File: src/rtl/comm_master_q_pkg.sv
// Shared types and constants for the queued UART command master.
// Holds the FSM state encoding and the command-width helper.
package comm_pkg;

  typedef enum logic [2:0] {
    IDLE  = 3'd0,
    LOAD  = 3'd1,
    START = 3'd2,
    DATA  = 3'd3,
    STOP  = 3'd4
  } state_e;

  localparam int UART_BITS        = 10;
  localparam int DEFAULT_BAUD_DIV = 2604;

  function automatic int bytes_per_cmd(input int cmd_w);
    return cmd_w / 8;
  endfunction

endpackage

File: src/rtl/comm_master_q_if.sv
// Host-side command bus of the UART command master: push port, serial line and status.
interface comm_master_q_if #(
  parameter int CMD_W = 16,
  parameter int DEPTH = 4
);
  localparam int CW = $clog2(DEPTH + 1);

  logic             snd_cmd;
  logic [CMD_W-1:0] cmd;
  logic             TX;
  logic             busy;
  logic             cmd_cmplt;
  logic             full;
  logic             empty;
  logic [CW-1:0]    count;
  logic             ovf;

  modport master (
    output snd_cmd, cmd,
    input  TX, busy, cmd_cmplt, full, empty, count, ovf
  );

  modport slave (
    input  snd_cmd, cmd,
    output TX, busy, cmd_cmplt, full, empty, count, ovf
  );
endinterface

File: src/rtl/comm_master_q_fifo.sv
// Circular command queue with wrap-around pointers and an occupancy counter.
module cmd_fifo #(
  parameter int W     = 16,
  parameter int DEPTH = 4,
  localparam int PW   = $clog2(DEPTH),
  localparam int CW   = $clog2(DEPTH + 1)
) (
  input  logic          clk,
  input  logic          rst,
  input  logic          push,
  input  logic          pop,
  input  logic [W-1:0]  din,
  output logic [W-1:0]  dout,
  output logic          full,
  output logic          empty,
  output logic [CW-1:0] count
);

  logic [W-1:0]  mem_q [DEPTH];
  logic [PW-1:0] wptr_q, rptr_q;
  logic [CW-1:0] count_q, count_d;

  always_comb begin
    count_d = count_q;
    case ({push, pop})
      2'b10:   count_d = count_q + 1'b1;
      2'b01:   count_d = count_q - 1'b1;
      default: count_d = count_q;
    endcase
  end

  always_ff @(posedge clk) begin
    if (push) mem_q[wptr_q] <= din;
  end

  always_ff @(posedge clk) begin
    if (rst) begin
      wptr_q  <= '0;
      rptr_q  <= '0;
      count_q <= '0;
    end else begin
      if (push) wptr_q <= wptr_q + 1'b1;
      if (pop)  rptr_q <= rptr_q + 1'b1;
      count_q <= count_d;
    end
  end

  assign dout  = mem_q[rptr_q];
  assign full  = (count_q == CW'(DEPTH));
  assign empty = (count_q == '0);
  assign count = count_q;

endmodule

File: src/rtl/comm_master_q.sv
// Queued UART command master: serialises each queued word as NB 8N1 bytes.
// state | meaning: IDLE pop head | LOAD pick first byte | START start bit | DATA 8 bits LSB first | STOP stop bit
module comm_master_q
  import comm_pkg::*;
#(
  parameter int CMD_W     = 16,
  parameter int DEPTH     = 4,
  parameter int BAUD_DIV  = DEFAULT_BAUD_DIV,
  parameter int MSB_FIRST = 1
) (
  input logic            clk,
  input logic            rst,
  comm_master_q_if.slave bus
);

  localparam int NB = bytes_per_cmd(CMD_W);
  localparam int BW = (BAUD_DIV > 1) ? $clog2(BAUD_DIV) : 1;
  localparam int YW = $clog2(NB) + 1;
  localparam int CW = $clog2(DEPTH + 1);

  state_e           state_q, state_d;
  logic [BW-1:0]    baud_q, baud_d;
  logic [2:0]       bit_q, bit_d;
  logic [YW-1:0]    byte_cnt_q, byte_cnt_d;
  logic [CMD_W-1:0] shreg_q, shreg_d;
  logic [7:0]       cur_byte_q, cur_byte_d;
  logic             tx_q, tx_d, busy_q, busy_d, cmplt_q, cmplt_d, ovf_q, ovf_d;
  logic             push, pop, fifo_full, fifo_empty;
  logic [CMD_W-1:0] fifo_dout;
  logic [CW-1:0]    fifo_count;
  logic             baud_end, last_byte;

  function automatic logic [7:0] head_byte(input logic [CMD_W-1:0] s);
    return (MSB_FIRST != 0) ? s[CMD_W-1 -: 8] : s[7:0];
  endfunction

  function automatic logic [CMD_W-1:0] drop_byte(input logic [CMD_W-1:0] s);
    return (MSB_FIRST != 0) ? (s << 8) : (s >> 8);
  endfunction

  // full is the pre-pop value, so a slot freed this cycle is never reused in the same cycle
  assign push      = bus.snd_cmd && !fifo_full;
  assign baud_end  = (baud_q == BW'(BAUD_DIV - 1));
  assign last_byte = (byte_cnt_q == YW'(NB - 1));

  cmd_fifo #(.W(CMD_W), .DEPTH(DEPTH)) u_fifo (
    .clk   (clk),
    .rst   (rst),
    .push  (push),
    .pop   (pop),
    .din   (bus.cmd),
    .dout  (fifo_dout),
    .full  (fifo_full),
    .empty (fifo_empty),
    .count (fifo_count)
  );

  always_ff @(posedge clk) begin
    if (rst) state_q <= IDLE;
    else     state_q <= state_d;
  end

  always_comb begin
    state_d = state_q;
    case (state_q)
      IDLE:    if (!fifo_empty) state_d = LOAD;
      LOAD:    state_d = START;
      START:   if (baud_end) state_d = DATA;
      DATA:    if (baud_end && bit_q == 3'd7) state_d = STOP;
      STOP:    if (baud_end) state_d = last_byte ? IDLE : START;
      default: state_d = IDLE;
    endcase
  end

  // Line outputs are registered from the current state, so they trail the FSM by one clock
  always_comb begin
    pop        = 1'b0;
    baud_d     = '0;
    bit_d      = bit_q;
    byte_cnt_d = byte_cnt_q;
    shreg_d    = shreg_q;
    cur_byte_d = cur_byte_q;
    tx_d       = 1'b1;
    busy_d     = (state_q != IDLE);
    cmplt_d    = (state_q == IDLE) && busy_q;
    ovf_d      = bus.snd_cmd && fifo_full;
    case (state_q)
      IDLE: begin
        if (!fifo_empty) begin
          pop     = 1'b1;
          shreg_d = fifo_dout;
        end
      end
      LOAD: begin
        byte_cnt_d = '0;
        cur_byte_d = head_byte(shreg_q);
        shreg_d    = drop_byte(shreg_q);
      end
      START: begin
        tx_d   = 1'b0;
        bit_d  = '0;
        baud_d = baud_end ? '0 : baud_q + 1'b1;
      end
      DATA: begin
        tx_d   = cur_byte_q[bit_q];
        baud_d = baud_end ? '0 : baud_q + 1'b1;
        if (baud_end) bit_d = (bit_q == 3'd7) ? 3'd0 : bit_q + 3'd1;
      end
      STOP: begin
        baud_d = baud_end ? '0 : baud_q + 1'b1;
        if (baud_end && !last_byte) begin
          byte_cnt_d = byte_cnt_q + 1'b1;
          cur_byte_d = head_byte(shreg_q);
          shreg_d    = drop_byte(shreg_q);
        end
      end
      default: ;
    endcase
  end

  always_ff @(posedge clk) begin
    if (rst) begin
      baud_q     <= '0;
      bit_q      <= '0;
      byte_cnt_q <= '0;
      shreg_q    <= '0;
      cur_byte_q <= '0;
      tx_q       <= 1'b1;
      busy_q     <= 1'b0;
      cmplt_q    <= 1'b0;
      ovf_q      <= 1'b0;
    end else begin
      baud_q     <= baud_d;
      bit_q      <= bit_d;
      byte_cnt_q <= byte_cnt_d;
      shreg_q    <= shreg_d;
      cur_byte_q <= cur_byte_d;
      tx_q       <= tx_d;
      busy_q     <= busy_d;
      cmplt_q    <= cmplt_d;
      ovf_q      <= ovf_d;
    end
  end

  assign bus.TX        = tx_q;
  assign bus.busy      = busy_q;
  assign bus.cmd_cmplt = cmplt_q;
  assign bus.ovf       = ovf_q;
  assign bus.full      = fifo_full;
  assign bus.empty     = fifo_empty;
  assign bus.count     = fifo_count;

endmodule

File: src/flat_wrapper.sv
// flat-port wrapper written by rule: the top's interface ports become plain ports
module comm_master_q_flat import comm_pkg::*;
#(
  parameter int CMD_W     = 16,
  parameter int DEPTH     = 4,
  parameter int BAUD_DIV  = DEFAULT_BAUD_DIV,
  parameter int MSB_FIRST = 1
)
  (clk, rst, bus_snd_cmd, bus_cmd, bus_TX, bus_busy, bus_cmd_cmplt, bus_full, bus_empty, bus_count, bus_ovf);
  comm_master_q_if #(.CMD_W(CMD_W), .DEPTH(DEPTH)) bus_i ();
  input logic clk;
  input logic rst;
  input wire logic [$bits(bus_i.snd_cmd)-1:0] bus_snd_cmd;
  input wire logic [$bits(bus_i.cmd)-1:0] bus_cmd;
  output wire logic [$bits(bus_i.TX)-1:0] bus_TX;
  output wire logic [$bits(bus_i.busy)-1:0] bus_busy;
  output wire logic [$bits(bus_i.cmd_cmplt)-1:0] bus_cmd_cmplt;
  output wire logic [$bits(bus_i.full)-1:0] bus_full;
  output wire logic [$bits(bus_i.empty)-1:0] bus_empty;
  output wire logic [$bits(bus_i.count)-1:0] bus_count;
  output wire logic [$bits(bus_i.ovf)-1:0] bus_ovf;
  assign bus_i.snd_cmd = bus_snd_cmd;
  assign bus_i.cmd = bus_cmd;
  assign bus_TX = bus_i.TX;
  assign bus_busy = bus_i.busy;
  assign bus_cmd_cmplt = bus_i.cmd_cmplt;
  assign bus_full = bus_i.full;
  assign bus_empty = bus_i.empty;
  assign bus_count = bus_i.count;
  assign bus_ovf = bus_i.ovf;
  comm_master_q #(.CMD_W(CMD_W), .DEPTH(DEPTH), .BAUD_DIV(BAUD_DIV), .MSB_FIRST(MSB_FIRST)) u_core (.clk(clk), .rst(rst), .bus(bus_i));
endmodule
File: config.mk
export PLATFORM = sky130hd
export DESIGN_NAME = comm_master_q_flat
export DESIGN_NICKNAME = d
export VERILOG_FILES = /design/src/rtl/comm_master_q_pkg.sv /design/src/rtl/comm_master_q_if.sv /design/src/rtl/comm_master_q_fifo.sv /design/src/rtl/comm_master_q.sv /design/src/flat_wrapper.sv
export SDC_FILE = /design/constraint.sdc
export NUM_CORES = 1
export LEC_CHECK = 0
export BUFFER_PORTS_ARGS = -buffer_cell sky130_fd_sc_hd__buf_4
export CAP_MARGIN = 20
export CORE_ASPECT_RATIO = 1.25
export CORE_MARGIN = 2
export CORE_UTILIZATION = 55
export DETAILED_ROUTE_END_ITERATION = 7
export PLACE_DENSITY = 0.7
export SYNTH_ARGS = -nofsm -noshare
export SYNTH_HDL_FRONTEND = slang
export SYNTH_HIERARCHICAL = 1
export SYNTH_SLANG_ARGS = --single-unit
File: constraint.sdc
create_clock -name clk -period 7.63 [get_ports clk]
set_input_delay 0.3815 -clock clk [delete_from_list [all_inputs] [get_ports clk]]
set_output_delay 0.3815 -clock clk [all_outputs]
set_load 0.01 [all_outputs]
==> summary.md <==
| Metric | Value |
|---|---|
| Clock sink total | `121` |
| YS warnings | `6` |
| CP max FO | `28` |
| Die height | `114 microns` |
| PD cells | `351 mW/mm^2` |
| Synth top cells by count | `edfxtp_1 (64), dfxtp_1 (57), nand2b_1 (26), mux2i_1 (25), nor2_1 (18)` |
| # setup viols final | `0` |
| Max Clock Skew | `0.00580 ns` |
| Post-Syn Nets | `416` |
| Fin nets | `441` |
| #FFs+latches synth | `121` |
| Clk buf depth | `2` |
| Worst-path clk slew | `0.06 ns` |
| IO Count | `28` |
| Worst path slowest cell | `nor4_1` |
| Post-DP HPWL | `5.59 mm` |
| Hold depth | `1` |
| Worst EP required | `7.97 ns` |
| Asr flop ratio synth | `0%` |
| First-pass GRT wire length | `14.7 mm` |
| Via count | `3015` |
| Total Routed Length | `8.64 mm` |
| Reg2Reg Launch Point | `u_core/state_q[1]` |
| Fmax | `378 MHz` |
| Setup TNS | `0 ns` |
| Worst skew pair latency | `0.41 ns` |
| Final Cycle Share | `34.7%` |
| Fin. Hold Viols | `0` |
| CTS Buf Count | `17` |
| CTS tree | `yes` |
| Max-slew violations | `0` |
| CP Class | `register to register` |
| Largest net degree at the start of global routing | `64` |
| Hold/Removal Path Class | `primary input to register` |
| Top-area cell type share of the netlist area | `36.2%` |
| EDFF count, synth | `64` |
| Post-CTS setup buffer count | `0` |
| RSZ-0062 raised after global routing | `no` |
| Number of distinct library cells after synthesis | `58` |
| Vias in the first global route | `3028` |
| Synth-to-layout area growth | `16.0%` |
| Reg2reg end | `u_core/u_fifo/count[2]` |
| CP endpoint kind | `register` |
| Gr ovfl total | `0` |
| Tmin final | `2.65 ns` |
| Critical-path cell list | `nor4_1 -> ha_1 -> inv_1 -> fa_1 -> xor2_1 -> or3_1 -> a21oi_1` |
| DR DRC count | `0` |
| Main flop type after synthesis | `edfxtp_1` |
| Relative slew slack | `37.6%` |
| Status | `completed` |
| Antenna violations before repair | `0` |
| Die Wd | `91.9 microns` |
| H-tree depth | `4` |
| WL per Instance | `15.7 microns` |
| Worst Max-Slew Pin Slew | `0.935 ns` |
| IR drop worst, VDD | `0.225 mV` |
| Synth area leader | `edfxtp_1` |
| Antenna Cells | `0` |
| Share of layout cells above drive strength 1 | `21.4%` |
| CP bufs+invs | `1` |
| Post-Syn Area | `0.00531 sq mm` |
| Crit path capture | `u_core/u_fifo/count[2]` |
| Core Region | `0.00951 sq mm` |
| Initial Util | `55.8%` |
| FF-to-FF path depth | `7` |
| Final antenna-violating net count | `0` |
| Sequential-to-total area share from yosys stat | `57.7%` |
| Post-synthesis cell count | `387` |
| Row cnt | `40` |
| PortBufs | `27` |
| Leakage | `2.18 nW` |
| R2R Setup Slk | `4.98 ns` |
| Top-count cell post-synth | `edfxtp_1` |
| Max-cap violations | `0` |
| Clock root buffer | `clkbuf_16` |
| First-pass DRT Iterations | `5` |
| Synthesized area per cell | `13.7 sq um` |
| # hold bufs at CTS | `0` |
| Worst Setup SP | `u_core/state_q[1]` |
| Worst Setup Start Kind | `register` |
| Levels on crit path | `7` |
| DP Worst Slack | `4.65 ns` |
| Total Routing Usage GR | `18.5%` |
| Drt initial violations | `154` |
| Top cell family by delay on the critical path | `simple AND/OR/NAND/NOR gates` |
| Arr. time, crit path | `2.99 ns` |
| Worst Slack Setup Final | `4.98 ns` |
| Worst stage delay on the critical path | `0.65 ns` |
| Area contributors post-synth | `edfxtp_1 (36%), dfxtp_1 (21%), mux4_2 (5.1%), mux2i_1 (4.7%), nand2b_1 (3.1%)` |
| DIE AREA | `0.0105 sq mm` |
| CTS resizes | `0` |
| Drt via density | `5.47` |
| GP Congestion | `0.784` |
[power breakdown]
part,switching [mW],internal [mW]
clock,0.295,0.519
combinational,0.247,0.236
sequential,0.0792,0.787
[cell type report]
class                   count  area [sq um]
clock buffers              17           425
clock inverters            15           191
fillers                   711          3350
inverters                  10          37.5
multi-input cells         233          2060
flip-flops and latches    121          3060
well taps                 126           158
repair buffers             29           225
[state kept, by name, indices dropped and copies added, names as in the netlist, 2 cells and up, named ones only]
name / cells
u_core/baud_q: 12
u_core/u_fifo/rptr_q: 2
u_core/cur_byte_q: 8
u_core/u_fifo/mem_q: 64
u_core/byte_cnt_q: 2
u_core/state_q: 3
u_core/bit_q: 3
u_core/u_fifo/count: 3
u_core/u_fifo/wptr_q: 2
u_core/shreg_q: 16
[routing by layer]
layer  routed length, microns  GRT usage (%)  share of wire (%)
met3                      325           6.94                3.8
met4                      166           7.76                1.9
met5                        0              0                  0
met2                     4480           30.7                 52
met1                     3670           21.7                 42
[cells in the final DEF (no fill, tap or decap), drive strengths merged, types with 2 or more instances in the layout]
cell type  synthesis  layout
edfxtp            64      64
dfxtp             57      57
buf               13      29
nor2              28      28
nand2b            26      26
mux2i             25      25
mux4              18      18
clkbuf            10      17
inv               10      14
xor2              11      11
nand2             10      10
nor3b             10      10
o21bai             9       9
nand3b             9       9
ha                 9       9
nand3              8       8
o21a               8       8
a21oi              8       8
nand4              7       7
clkinv             0       5
and2               5       5
xnor2              5       5
a31oi              4       4
nor3               4       4
o21ai              4       4
bufinv             0       3
clkinvlp           0       3
and3               3       3
nor2b              2       2
and4               2       2
and4bb             2       2
or3                2       2
or2                2       2
mux2               2       2
[worst register-to-register path: cells and delay by family, from the launching register on]
kind | cells | cell delay (ns)
AOI/OAI and AO/OA | 1 | 0.14
xor gates and xnor gates | 1 | 0.15
adders and majority gates | 2 | 0.66
buffers and inverters | 1 | 0.07
DFF | 1 | 0.60
and+or+nand+nor | 2 | 0.96
[worst min-delay path by stage]
stage | from | to
final | bus_cmd[3] | u_core/u_fifo/mem_q[3][3]
after global routing | bus_cmd[5] | u_core/u_fifo/mem_q[0][5]
after CTS | bus_cmd[6] | u_core/u_fifo/mem_q[3][6]
after detailed placement | u_core/baud_q[0] | u_core/baud_q[0]
after global placement | u_core/baud_q[0] | u_core/baud_q[0]
after floorplan | u_core/baud_q[0] | u_core/baud_q[0]
[cell families (layout without fill, tap and decap cells)]
kind of cell               Yosys count  count (layout)  synth area share, %
AOI/OAI and AO/OA                   37              37                 4.95
xor gates and xnor gates            16              16                 2.78
adders and majority gates           10              10                 2.50
buffers and inverters               33              71                 3.53
DFF                                121             121                 57.7
muxes                               45              45                 13.2
and+or+nand+nor                    125             125                 15.4
[stage by stage]
step	hold WS (ns)	utilization [%]	instances	total power, mW	area, sq um
finish	0.170	64.8	551	2.16	6160
global route	0.154	64.8	551	2.28	6160
CTS	0.155	64.5	549	2.18	6140
detailed placement	0.451	58.1	517	1.36	5520
global placement	0.449	58.1	517	1.35	5520
floorplan	0.435	-	387	1.26	5310
(Power assumes the default switching activity.)
